`config.mk`:
```
export PLATFORM = sky130hd
export DESIGN_NAME = mem_rr_arbiter
export DESIGN_NICKNAME = d
export VERILOG_FILES = /design/src/rtl/mem_rr_arbiter.sv
export SDC_FILE = /design/constraint.sdc
export NUM_CORES = 1
export LEC_CHECK = 0
export ABC_AREA = 1
export ABC_CLOCK_PERIOD_IN_PS = 3500
export CAP_MARGIN = 25
export CORE_UTILIZATION = 31
export CTS_CLUSTER_DIAMETER = 40
export DETAILED_ROUTE_END_ITERATION = 12
export PLACE_DENSITY_LB_ADDON = 0.2
export SETUP_SLACK_MARGIN = 0.3
export SLEW_MARGIN = 20
export SYNTH_ARGS = -nofsm -noshare
export SYNTH_HDL_FRONTEND = slang
export SYNTH_SLANG_ARGS = --single-unit
```
`constraint.sdc`:
```
create_clock -name clk -period 3.5 [get_ports clk]
set_input_delay 0.525 -clock clk [delete_from_list [all_inputs] [get_ports clk]]
set_output_delay 0.525 -clock clk [all_outputs]
set_load 0.005 [all_outputs]
```
`src/rtl/mem_rr_arbiter.sv`:
```
// Round-robin arbiter that shares one single-port synchronous RAM between two
// requesters and returns read data to whichever requester issued the read.
module mem_rr_arbiter #(
  parameter int AWIDTH = 8,
  parameter int DWIDTH = 8
) (
  input  logic                  clk,
  input  logic                  rst,

  input  logic                  req0_valid,
  output logic                  req0_ready,
  input  logic                  req0_we,
  input  logic [AWIDTH-1:0]     req0_addr,
  input  logic [DWIDTH-1:0]     req0_wdata,
  output logic                  rsp0_valid,
  input  logic                  rsp0_ready,

  input  logic                  req1_valid,
  output logic                  req1_ready,
  input  logic                  req1_we,
  input  logic [AWIDTH-1:0]     req1_addr,
  input  logic [DWIDTH-1:0]     req1_wdata,
  output logic                  rsp1_valid,
  input  logic                  rsp1_ready,

  output logic [DWIDTH-1:0]     rsp_rdata,

  output logic                  mem_en,
  output logic [DWIDTH/8-1:0]   mem_wbe,
  output logic [AWIDTH-1:0]     mem_addr,
  output logic [DWIDTH-1:0]     mem_din,
  input  logic [DWIDTH-1:0]     mem_dout,

  output logic                  busy
);

  localparam int BWIDTH = DWIDTH / 8;

  typedef enum logic [1:0] {
    IDLE    = 2'd0,
    CAPTURE = 2'd1,
    RESP    = 2'd2
  } state_t;

  state_t              state;
  state_t              state_nxt;
  logic                last_grant;
  logic                last_grant_nxt;
  logic                owner;
  logic                owner_nxt;
  logic                grant0;
  logic                grant1;
  logic                win_we;
  logic                owner_ready;
  logic [DWIDTH-1:0]   rdata_p1;

  function automatic logic [BWIDTH-1:0] byte_enables(input logic we);
    return {BWIDTH{we}};
  endfunction

  // On a tie the requester that did not win last time is served, so grants
  // alternate strictly while both requesters stay valid.
  always_comb begin
    grant0 = 1'b0;
    grant1 = 1'b0;
    if (state == IDLE) begin
      if (req0_valid && req1_valid) begin
        grant0 = last_grant;
        grant1 = !last_grant;
      end else begin
        grant0 = req0_valid;
        grant1 = req1_valid;
      end
    end
  end

  assign req0_ready  = grant0;
  assign req1_ready  = grant1;
  assign win_we      = grant1 ? req1_we : req0_we;
  assign owner_ready = owner ? rsp1_ready : rsp0_ready;

  always_comb begin
    state_nxt      = state;
    last_grant_nxt = last_grant;
    owner_nxt      = owner;
    mem_en         = 1'b0;
    mem_wbe        = '0;
    mem_addr       = '0;
    mem_din        = '0;
    rsp0_valid     = 1'b0;
    rsp1_valid     = 1'b0;

    case (state)
      IDLE: begin
        if (grant0 || grant1) begin
          mem_en         = 1'b1;
          mem_addr       = grant1 ? req1_addr  : req0_addr;
          mem_din        = grant1 ? req1_wdata : req0_wdata;
          mem_wbe        = byte_enables(win_we);
          last_grant_nxt = grant1;
          // Writes complete in the RAM at this edge; only reads need a response.
          if (!win_we) begin
            owner_nxt = grant1;
            state_nxt = CAPTURE;
          end
        end
      end

      CAPTURE: begin
        state_nxt = RESP;
      end

      RESP: begin
        rsp0_valid = !owner;
        rsp1_valid = owner;
        if (owner_ready) begin
          state_nxt = IDLE;
        end
      end

      default: begin
        state_nxt = IDLE;
      end
    endcase
  end

  // ---- control registers / response data stage (p1) ----
  always_ff @(posedge clk) begin
    if (rst) begin
      state      <= IDLE;
      last_grant <= 1'b1;
      owner      <= 1'b0;
      rdata_p1   <= '0;
    end else begin
      state      <= state_nxt;
      last_grant <= last_grant_nxt;
      owner      <= owner_nxt;
      if (state == CAPTURE) begin
        rdata_p1 <= mem_dout;
      end
    end
  end

  assign rsp_rdata = rdata_p1;
  assign busy      = (state != IDLE);

endmodule
```
; ---- After elaboration in Yosys (flattened, before gate mapping)
; Index checks and enable logic that the tools add are counted.
[word_totals]
regBits = 12
in_bits = 48
[classes]
eq_ne = 5
n_mux = 22
n_bitwise = 1
reduce_logical = 9
[ops]
columns = op, count
row1 = 8-bit 2-to-1 mux, 6
row2 = 1-bit 2-to-1 mux, 12
row3 = 2-bit 2-to-1 mux, 3
row4 = 2-bit one-hot mux with 3 select lines, 1
row5 = 3-bit AND reduction, 2
row6 = 2-bit inequality test (second input constant), 2
row7 = 2-bit by 1-bit equality test with 1-bit output (second input constant), 1
row8 = 2-bit equality test (second input constant), 1
row9 = 1-bit zero test, 2
row10 = 2-bit zero test, 1
row11 = 2-bit by 1-bit inequality test with 1-bit output (second input constant), 1
row12 = 2-bit AND reduction, 1
row13 = 2-bit nonzero test, 1
row14 = 1-bit logical AND, 1
row15 = 1-bit logical OR, 1
row16 = 1-bit NOT, 1

; ---- Depth between registers and ports, before layout
[depth]
ltp_word = 7
ltp_mapped = 6

; ---- Worst setup path before layout
; No wires, ideal clock.
[synth_timing]
kind = input-to-output
startpoint = in req0_valid
endpoint = out mem_addr[1]
arrival_time_ps = 1118
required_time_ps = 2975
setup_slack_ps = 1857
path_stages = 6
path_cell_list = nand2_1 -> nand3_2 -> buf_6 -> buf_6 -> nand2_1 -> a21oi_2
[synth_between]
elab_chain_len = 6
[synth_rtl]
columns = item, line
row1 = from (decl), 10  ; input logic req0_valid,
row2 = 1-bit logical AND, 67  ; if (req0_valid && req1_valid) begin
row3 = 1-bit 2-to-1 mux, 67
row4 = 1-bit 2-to-1 mux, 66  ; if (state == IDLE) begin
row5 = 8-bit 2-to-1 mux / 1-bit logical OR (equally long branches), "97, 95"
row6 = 8-bit 2-to-1 mux *, 95  ; if (grant0 || grant1) begin
row7 = 8-bit 2-to-1 mux *, 93  ; case (state)
row8 = to (decl), 30  ; output logic [AWIDTH-1:0] mem_addr,
; Every way passes the cells marked *; elsewhere a longest branch is shown, timed or not.

; ---- Worst setup path in the final report
[layout_timing]
startpoint = in req0_valid
endpoint = out mem_din[5]
[layout_between]
elab_chain_len = 6
[layout_rtl]
columns = item, line
row1 = 1-bit logical AND, 67
row2 = 1-bit 2-to-1 mux, 67
row3 = 1-bit 2-to-1 mux, 66
row4 = 8-bit 2-to-1 mux / 1-bit logical OR (equally long branches), "98, 95"
row5 = 8-bit 2-to-1 mux *, 95
row6 = 8-bit 2-to-1 mux *, 93
row7 = to (decl), 31  ; output logic [DWIDTH-1:0] mem_din,
; Marks and branches as above.

==> impl_results.md <==
* Status: finished with violations
* Violated checks: design-rule violations
* Row count at 18
* Synthesized flop and latch total at 12
* Drt total wl at 2.64 mm
* Residual DRC count at 1
* Longest Clk Path Bufs at 2
* Detailed-placement wirelength estimate at 2.16 mm
* Most common cell after layout, fill and taps aside: clkdlybuf4s50_1
* HP Class: reg -> reg
* Largest net degree at the start of global routing at 20
* Slew Viols, Final at 0
* Synth cell types at 17
* Cell area after synthesis at 798 sq um
* Mean number of vias per cell at 4.64
* Max Freq at 0.364 GHz
* Slew headroom at 75.0%
* Cts hold-fix bufs at 0
* Setup bufs post-CTS at 0
* GP Congestion at 0.799
* Critical path class: in -> out
* Vias at 1072
* First-pass DRT Iterations at 8
* Filler Cells Inserted at 229
* Number of global-route vias before repair at 1040
* Port bufs at 78
* Die Ht at 52.7 microns
* Sequential element share of the synthesized area at 30.1%
* TNS Setup at 0 ps
* Final setup viols at 0
* Area of the multi-input gates at 474 sq um
* CTS resizes at 0
* Crit share post-route at 78.5%
* Die ar. at 2780 sq um
* Post-layout nets at 250
* CP endpoint kind: output pin
* Minimum clock period at 2750 ps
* Final Total Pwr at 523 uW
* Cell at the slowest stage of the critical path: clkdlybuf4s50_1
* TritonCTS Buffers at 3
* Post-Syn Nets at 170
* Sequential Area at 240 sq um
* I/O pin count at 79
* Synth area leader: dfxtp_1
* Starting Density at 32.5%
* Data required, critical path at 2970 ps
* Crit path DAT at 2220 ps
* Crit start category: input port
* RSZ-0062 raised after global routing: false
* Top post-synthesis cells by area: dfxtp_1 (30%), nand2_1 (18%), a21oi_2 (11%)
* Mapped Cells at 122
* First-pass GRT wire length at 4.01 mm
* Fin Clk Skew at 10.8 ps
* Leading cell types in the layout, fill and taps excluded: clkdlybuf4s50_1 (78), nand2_1 (38), nor2_1 (20), dfxtp_1 (12)
* Die W at 52.7 microns
* GR Overflow Total at 0
* Power Dens Cells at 324 nW/um^2
* # diodes at 0
* Reg clk slew, reported paths at 80 ps
* Synth warn at 0
* Wire per inst at 11.4 microns
* Clock sink count at 12
* Crit path cell chain: clkdlybuf4s50_1, nand2_1, nand3_2, buf_4, nand2_1, a21oi_1, clkdlybuf4s50_1
* Initial antenna violation count at 0
* Gr usage total at 19.2%
* Max H-tree Level at 1
* Share of cells above drive strength 1 at 11.4%
* Placeable core area at 2450 sq um
* ANT nets after route at 0
* Syn Area/Cell at 6.54 sq um
* Worst-Skew Late Latency at 280 ps
* Max FO, Critical Path at 19
* Worst slew pin tran at 375 ps
* Top cell type's share of synthesized area at 30.1%
* Layout area overhead at 102%
* Max-cap violations at 0
* Worst vdd ir at 0.205 mV
* CTS tree: done
* CP max stage delay at 530 ps
* CTS root buffer: clkbuf_4
* Final hold violation count at 0
* Pleak at 0.000660 uW
* Initial drt markers at 10
where the power goes:
part           internal (uW)  total (uW)  switching, uW
Combinational            151         253            103
Clock                   63.2         111           48.1
Sequential               151         159           8.19
state kept, by name, summed over array words and instances (netlist names):
register,flops
last_grant,1
owner,1
rsp_rdata,8
state,2
kinds of logic after synthesis:
family / after synthesis / synth area share (%)
compound gates: 29 / 23.2
buf+inv: 14 / 10.5
simple gates: 67 / 36.2
flops: 12 / 30.1
through the flow:
step	hold slack (ps)	area, sq um	std cells	utilization, %	worst slack (ps)
floorplan	478	798	122	-	1860
global placement	464	1580	227	64.3	805
detailed placement	474	1580	227	64.3	773
CTS	492	1620	231	65.8	759
global route	524	1620	231	65.8	659
finish	492	1620	231	65.8	751
synth_stat cells, drive strengths merged:
master  instances
nand4           1
nor2           21
nand3           4
buf             4
o21ai           8
dfxtp          12
clkinv          1
o211ai          1
a21oi          20
nand2          41
inv             9
layout make-up:
type | count | area share (%)
clock buffer | 4 | 2.25
sequential | 12 | 14.9
multi-input combinational | 96 | 29.4
inverter | 10 | 2.40
timing repair buffer | 79 | 48.8
tap | 30 | 2.32
metal layers:
layer  track usage [%]  routed length (microns)  up-vias
met5                 0                        0        -
met4              9.21                       40        0
met3              4.93                      163        4
met2              38.0                     1440       44
met1              17.7                      994      476
li1                  -                        -      548
critical path: cells and delay by family:
kind | cells | cell delay, ps
AOI/OAI and AO/OA | 1 | 170
buffers and inverters | 3 | 1250
and+or+nand+nor | 3 | 270
path summary, 6_finish.rpt:
| path | startpoint | endpoint | slack (ps) | depth (start not counted) |
|---|---|---|---|---|
| max | req0_valid | mem_din[5] | 750 | 7 |
| min | rsp_rdata[1] | rsp_rdata[1] | 490 | 2 |
| max reg2reg | state[0] | owner | 2290 | 6 |
| min reg2reg | rsp_rdata[1] | rsp_rdata[1] | 490 | 2 |
(Power assumes the default switching activity.)
